`src/rtl/multicycle_sequencer.sv`:
```
// Multi-cycle CPU control sequencer: walks each instruction through FETCH/DECODE/EXEC/MEM/WB
// and issues one-hot datapath strobes, with memory-wait timeout, halt and sticky fault handling.
module multicycle_sequencer #(
    parameter int MEM_TIMEOUT = 15,
    parameter int CNT_W       = 16
) (
    input  logic             clk,
    input  logic             nreset,
    input  logic [2:0]       instr_class,
    input  logic             cond_pass,
    input  logic             s_bit,
    input  logic             dp_writes_rd,
    input  logic             mem_ready,
    input  logic             halt_req,
    output logic             instr_en,
    output logic             rf_read_en,
    output logic             alu_en,
    output logic             cpsr_en,
    output logic             mem_en,
    output logic             mem_we,
    output logic             rf_write_en,
    output logic [1:0]       wb_sel,
    output logic             pc_en,
    output logic             pc_sel,
    output logic [2:0]       state_dbg,
    output logic [CNT_W-1:0] retired,
    output logic             fault
);

    typedef enum logic [2:0] {
        S_FETCH  = 3'd0,
        S_DECODE = 3'd1,
        S_EXEC   = 3'd2,
        S_MEM    = 3'd3,
        S_WB     = 3'd4,
        S_HALT   = 3'd5,
        S_FAULT  = 3'd6
    } state_t;

    localparam logic [2:0] CLS_DP  = 3'd0;
    localparam logic [2:0] CLS_LDR = 3'd1;
    localparam logic [2:0] CLS_STR = 3'd2;
    localparam logic [2:0] CLS_B   = 3'd3;
    localparam logic [2:0] CLS_BL  = 3'd4;

    // Last wait count tolerated before a stalled memory access is declared a fault.
    localparam logic [7:0] WAIT_LAST = 8'(MEM_TIMEOUT - 1);

    state_t           state_q, state_d;
    logic [2:0]       class_q, class_d;
    logic             s_q, s_d;
    logic             wr_q, wr_d;
    logic             exec_q, exec_d;
    logic [7:0]       wait_cnt_q, wait_cnt_d;
    logic [CNT_W-1:0] retired_q, retired_d;

    always_ff @(posedge clk) begin
        if (!nreset) begin
            state_q    <= S_FETCH;
            class_q    <= 3'd0;
            s_q        <= 1'b0;
            wr_q       <= 1'b0;
            exec_q     <= 1'b0;
            wait_cnt_q <= 8'd0;
            retired_q  <= '0;
        end else begin
            state_q    <= state_d;
            class_q    <= class_d;
            s_q        <= s_d;
            wr_q       <= wr_d;
            exec_q     <= exec_d;
            wait_cnt_q <= wait_cnt_d;
            retired_q  <= retired_d;
        end
    end

    always_comb begin
        state_d    = state_q;
        class_d    = class_q;
        s_d        = s_q;
        wr_d       = wr_q;
        exec_d     = exec_q;
        wait_cnt_d = wait_cnt_q;
        retired_d  = retired_q;
        case (state_q)
            S_FETCH: state_d = halt_req ? S_HALT : S_DECODE;
            S_DECODE: begin
                class_d = instr_class;
                s_d     = s_bit;
                wr_d    = dp_writes_rd;
                exec_d  = cond_pass;
                // Undefined classes fault even when the condition fails.
                if (instr_class >= 3'd5) begin
                    state_d = S_FAULT;
                end else if (!cond_pass) begin
                    state_d = S_WB;
                end else begin
                    state_d = S_EXEC;
                end
            end
            S_EXEC: state_d = (class_q == CLS_LDR || class_q == CLS_STR) ? S_MEM : S_WB;
            S_MEM: begin
                if (mem_ready) begin
                    state_d    = S_WB;
                    wait_cnt_d = 8'd0;
                end else if (wait_cnt_q == WAIT_LAST) begin
                    state_d    = S_FAULT;
                    wait_cnt_d = 8'd0;
                end else begin
                    wait_cnt_d = wait_cnt_q + 8'd1;
                end
            end
            S_WB: begin
                if (exec_q) begin
                    retired_d = retired_q + CNT_W'(1);
                end
                state_d = S_FETCH;
            end
            S_HALT: if (!halt_req) state_d = S_FETCH;
            S_FAULT: state_d = S_FAULT;
            default: state_d = S_FETCH;
        endcase
    end

    // Strobes are decoded from the state register and held low while reset is asserted.
    always_comb begin
        instr_en    = 1'b0;
        rf_read_en  = 1'b0;
        alu_en      = 1'b0;
        cpsr_en     = 1'b0;
        mem_en      = 1'b0;
        mem_we      = 1'b0;
        rf_write_en = 1'b0;
        wb_sel      = 2'd0;
        pc_en       = 1'b0;
        pc_sel      = 1'b0;
        if (nreset) begin
            case (state_q)
                S_FETCH:  instr_en = !halt_req;
                S_DECODE: rf_read_en = 1'b1;
                S_EXEC: begin
                    alu_en  = 1'b1;
                    cpsr_en = (class_q == CLS_DP) && s_q;
                end
                S_MEM: begin
                    mem_en = 1'b1;
                    mem_we = (class_q == CLS_STR);
                end
                S_WB: begin
                    pc_en       = 1'b1;
                    pc_sel      = exec_q && (class_q == CLS_B || class_q == CLS_BL);
                    rf_write_en = exec_q && ((class_q == CLS_DP && wr_q) ||
                                             class_q == CLS_LDR || class_q == CLS_BL);
                    case (class_q)
                        CLS_LDR: wb_sel = 2'd1;
                        CLS_BL:  wb_sel = 2'd2;
                        default: wb_sel = 2'd0;
                    endcase
                end
                default: ;
            endcase
        end
    end

    assign state_dbg = state_q;
    assign retired   = retired_q;
    assign fault     = (state_q == S_FAULT);

endmodule
```
`config.mk`:
```
export PLATFORM = sky130hd
export DESIGN_NAME = multicycle_sequencer
export DESIGN_NICKNAME = d
export VERILOG_FILES = /design/src/rtl/multicycle_sequencer.sv
export SDC_FILE = /design/constraint.sdc
export NUM_CORES = 1
export LEC_CHECK = 0
export BUFFER_PORTS_ARGS = -buffer_cell sky130_fd_sc_hd__buf_2
export CAP_MARGIN = 15
export CORE_ASPECT_RATIO = 1.4
export CORE_MARGIN = 2
export CORE_UTILIZATION = 35
export DETAILED_ROUTE_END_ITERATION = 8
export SLEW_MARGIN = 20
export SYNTH_ARGS = -nofsm -noshare
export SYNTH_HDL_FRONTEND = slang
export SYNTH_SLANG_ARGS = --single-unit
```
`constraint.sdc`:
```
create_clock -name clk -period 4.5 [get_ports clk]
set_input_delay 0.225 -clock clk [delete_from_list [all_inputs] [get_ports clk]]
set_output_delay 0.225 -clock clk [all_outputs]
set_load 0.005 [all_outputs]
```
; ---- After elaboration in Yosys (flattened, before gate mapping)
; Cells that the tools add are included.
[totals]
register_bits = 33
input_bits = 10
out_inout_bits = 31
elab_cells = 67
[classes]
addsub = 2
order_cmp = 1
eq_ne = 13
mux = 31
n_reduce_logical = 13
[op_table]
columns = operator, n
row1 = 2-to-1 mux 3 bit, 7
row2 = 2-to-1 mux 1 bit, 18
row3 = one-hot mux 3 bit (6 select lines), 1
row4 = "adder 16 x 1 -> 16 bit, second input constant", 1
row5 = 2-to-1 mux 8 bit, 2
row6 = "== test 3 x 2 -> 1 bit, second input constant", 4
row7 = "== test 3 bit, second input constant", 4
row8 = "adder 8 x 1 -> 8 bit, second input constant", 1
row9 = "== test 8 x 4 -> 1 bit, second input constant", 1
row10 = "== test 3 x 1 -> 1 bit, second input constant", 2
row11 = zero test 3 bit, 2
row12 = logical AND 1 bit, 4
row13 = logical OR 1 bit, 4
row14 = 2-to-1 mux 2 bit, 2
row15 = one-hot mux 2 bit (2 select lines), 1
row16 = AND reduction 2 bit, 2
row17 = "greater-or-equal comparator 3 bit, second input constant", 1
row18 = "inequality test 3 bit, second input constant", 1
row19 = "inequality test 2 bit, second input constant", 1
row20 = zero test 1 bit, 1

; ---- Longest topological paths before layout
[logic_depth]
ltp_word = 7
depth_mapped = 6
mapped_depth_nobuf = 6

; ---- Worst setup path before layout
; OpenSTA, ideal clock, no wires.
[synth_timing]
kind = flip-flop to flip-flop
start = reg wait_cnt_q[0]
end = reg wait_cnt_q[2]
setup_ns = 0.070
arrival_ns = 1.725
t_required_ns = 4.430
setup_slack_ns = 2.705
path_stages_with_launch = 7
n_path_buf = 0
period_less_slack_ns = 1.795
cell_sequence = dfxtp_1 > inv_1 > ha_1 > and3_1 > a211o_1 > or3b_2 > a21oi_1
[synth_via]
elab_chain_cells = 3
elab_cells_between_ends = 4
cone_classes = 1 x add/sub / 1 x eq/ne / 2 x mux
[synth_lines]
columns = element, line_no
row1 = "start, declared", 54  ; logic [7:0] wait_cnt_q, wait_cnt_d;
row2 = "start signal, assigned", 72  ; wait_cnt_q <= wait_cnt_d;
row3 = adder 8 x 1 -> 8 bit / == test 8 x 4 -> 1 bit (equally long branches), "110, 106"
row4 = 2-to-1 mux 8 bit *, 106  ; end else if (wait_cnt_q == WAIT_LAST) begin
row5 = 2-to-1 mux 8 bit *, 103  ; if (mem_ready) begin
; Mark *: on every way between the ends. The rest lies on a longest branch, timed or not.
; A chain may end at the register's enable or synchronous reset.

; ---- Worst setup path after layout
[layout_timing]
start = reg state_q[2], in the netlist state_dbg[2]
end = reg retired_q[15], in the netlist retired[15]
[layout_via]
elab_chain_cells = 2
[layout_lines]
columns = element, line_no
row1 = "start, declared", 49  ; state_t state_q, state_d;
row2 = "start signal, assigned", 67  ; state_q <= state_d;
row3 = == test 3 bit, 85  ; case (state_q)
row4 = AND reduction 2 bit (no source line), --
row5 = "end signal, assigned", 73  ; retired_q <= retired_d;
row6 = "end, declared", 55  ; logic [CNT_W-1:0] retired_q, retired_d;
; Every way passes these cells.

==> results_dict.tcl <==
set metrics [dict create \
    cp-startpoint "state_dbg[2]" \
    drt_drc_violations_left 0 \
    die-area_um2 5680 \
    synth_sequential_area_ratio_pct 37.1 \
    floorplan.initialDensity_pct 36.5 \
    post_synthesis_cell_count 223 \
    synth_top_cells_by_area "sky130_fd_sc_hd__dfxtp_1 37%, sky130_fd_sc_hd__nor2_1 5.7%, sky130_fd_sc_hd__a21oi_1 4.8%" \
    synth.yosys.warnings 0 \
    drv.max_cap_violation_count 0 \
    wl_per_cell_um 12.7 \
    grt_start_max_net_pins 32 \
    cts.repair_timing.setup_buffer_count 0 \
    finalClockSkew_ps 7.76 \
    place_congestion 0.802 \
    die_x_um 64.3 \
    fillers 541 \
    cts_buffers 5 \
    antenna_found_initial 0 \
    worstPathArrival_ps 2480 \
    ffs_w_async_s_r_synth_pct 0 \
    finalHoldViolations 0 \
    dr_total_vias 1693 \
    finish.utilization_pct 42.8 \
    postSynthAreaPerCell_um2 7.98 \
    netlist-cell-type-count 41 \
    antenna-diode-count 0 \
    cts_resized 0 \
    via_per_inst 5.27 \
    cts_num_sinks 33 \
    ff_latch_area_um2 661 \
    coreArea_um2 4880 \
    post_synth_edffs 0 \
    drt-total-wl_um 4070 \
    setup_total_negative_slack_ps 0 \
    wp_buf_inv 0 \
    setup.worst_path.end_class "flip-flop" \
    synth-seq-cells 33 \
    cts-root-to-sink-buffers 2 \
    tritoncts "done" \
    floorplan.die.height_um 88.4 \
    worst-slew-pin-transition_ps 941 \
    worstSetupStartpointType "flip-flop" \
    cp_top_family "simple AND/OR/NAND/NOR gates" \
    syn-cell-area_um2 1780 \
    total_global_routing_track_utilization_pct 15.3 \
    first_pass_iters 4 \
    grt_pass1_wl_um 6890 \
    final_period_demand_of_the_worst_path_ps 2280 \
    fin_nets 269 \
    outcome "completed" \
    io_pins 41 \
    cts_hold_buffers 0 \
    ctsHtreeMaxLevel 2 \
    commonest_non_fill_non_tap_cells_in_the_layout "40 x sky130_fd_sc_hd__buf_2, 33 x sky130_fd_sc_hd__dfxtp_1, 27 x sky130_fd_sc_hd__nor2_1" \
    placementRows 30 \
    leakagePower_nw 0.831 \
    max_transition_margin_pct 37.2 \
    ant_nets 0 \
    critPathKind "flip-flop to flip-flop" \
    synth.net_count 236 \
    yosys.area.top_type "sky130_fd_sc_hd__dfxtp_1" \
    hp-class "input pin to flip-flop" \
    layout_commonest_cell "sky130_fd_sc_hd__buf_2" \
    clk_latency_ps 280 \
    post_layout_total_power_uw 652 \
    peakVddDrop_uv 207 \
    netlist.area_leader.share_pct 37.1 \
    maxSlewViolCount 0 \
    part_of_the_cycle_the_worst_path_needs_pct 50.7 \
    clkSlewWorstSetupHoldPaths_ps 70 \
    global_route.overflow_total 0 \
    critical_path.cell_chain "nand4bb_1, or4_4, or3_1, a21oi_1" \
    regToRegStartpoint "state_dbg[2]" \
    post_route_cells_drive_above_1_share_pct 20.2 \
    area_delta_synth_final_pct 17.2 \
    placement.io_buffers 40 \
    multiInputGateArea_um2 1040 \
    yosys_most_used_dff "sky130_fd_sc_hd__dfxtp_1" \
    p_per_area_nw_per_um2 312 \
    setup_violations 0 \
    post_dp_hpwl_um 2990 \
    first_global_vias 1549 \
    cp_max_stage_cell "sky130_fd_sc_hd__or4_4" \
    worst-path-max-fanout 15 \
    layout.cells.non_filler 321 \
    required_ps 4700 \
    first_iter_violations 74 \
    placedCellCount 313 \
    grt_setup_unrepaired "false" \
    max_stage_delay_ps 690 \
    hold_path_origin "dp_writes_rd" \
    timing.fmax_mhz 439 \
    clockRootBuffer "sky130_fd_sc_hd__clkbuf_8" \
]
registers in the layout (all words and copies together) (netlist names):
| name | count |
|---|---|
| class_q | 3 |
| exec_q | 1 |
| retired | 16 |
| s_q | 1 |
| state_dbg | 3 |
| wait_cnt_q | 8 |
| wr_q | 1 |
per-stage QoR:
stage	area, µm²	hold slack (ps)	setup WS [ps]
6_report	2090	187	2220
5_1_grt	2090	173	2020
4_1_cts	2090	181	2200
3_5_place_dp	2000	470	2240
3_3_place_gp	2000	461	2280
2_1_floorplan	1780	372	2710
layout make-up:
class,count,area share [%]
Clock buffer,6,3.48
Sequential cell,33,31.7
Tap cell,64,3.84
Clock inverter,2,0.480
Multi-Input combinational cell,170,49.7
Inverter,5,0.899
Timing Repair Buffer,41,9.95
worst register-to-register path: stages (launching register included):
cell,delay (ps)
sky130_fd_sc_hd__dfxtp_1,570
sky130_fd_sc_hd__nand4bb_1,440
sky130_fd_sc_hd__or4_4,690
sky130_fd_sc_hd__or3_1,360
sky130_fd_sc_hd__a21oi_1,140
cell usage after synthesis (2+ instances only):
cell and n:
sky130_fd_sc_hd__dfxtp_1 33, sky130_fd_sc_hd__nor2_1 27, sky130_fd_sc_hd__nand2_1 18, sky130_fd_sc_hd__a21oi_1 17, sky130_fd_sc_hd__clkbuf_1 14, sky130_fd_sc_hd__o21ai_0 12, sky130_fd_sc_hd__nand3_1 9, sky130_fd_sc_hd__xnor2_1 9
sky130_fd_sc_hd__nor3_1 8, sky130_fd_sc_hd__and3_1 7, sky130_fd_sc_hd__mux2i_1 6, sky130_fd_sc_hd__nand4b_1 6, sky130_fd_sc_hd__or3_1 6, sky130_fd_sc_hd__inv_1 5, sky130_fd_sc_hd__nor4_1 5, sky130_fd_sc_hd__a31oi_1 4
sky130_fd_sc_hd__and2_1 4, sky130_fd_sc_hd__ha_1 3, sky130_fd_sc_hd__nand4_1 3, sky130_fd_sc_hd__and3b_1 2, sky130_fd_sc_hd__and4_1 2, sky130_fd_sc_hd__nor3b_1 2, sky130_fd_sc_hd__nor4b_1 2, sky130_fd_sc_hd__xor2_1 2
per-layer routing:
| layer | routed length [µm] | part of all wire [%] | global-route usage (%) |
|---|---|---|---|
| met1 | 1790 | 44 | 18.5 |
| met5 | 0 | 0 | 0 |
| met4 | 87 | 2.1 | 6.77 |
| met3 | 166 | 4.1 | 4.33 |
| met2 | 2030 | 50 | 25.3 |
path summary, 6_finish.rpt:
path / depth (start not counted) / slack (ps) / endpoint
setup / recovery: 4 / 2220 / retired[15]
hold / removal: 3 / 190 / wr_q
setup reg to reg: 4 / 2220 / retired[15]
hold reg to reg: 2 / 490 / retired[1]
report_power, final:
group	switching (mW)	internal, mW
sequential	0.0314	0.306
clock	0.103	0.107
combinational	0.0527	0.0524
logic make-up after synthesis:
| logic type | share of synthesized area, % |
|---|---|
| AO/OA/AOI/OAI | 12.9 |
| XOR/XNOR | 5.41 |
| adder cells (fa/ha/maj) | 2.11 |
| buffers and inverters | 4.64 |
| flip-flops | 37.1 |
| multiplexers | 4.01 |
| AND/OR/NAND/NOR | 33.8 |
(Power assumes the default switching activity.)
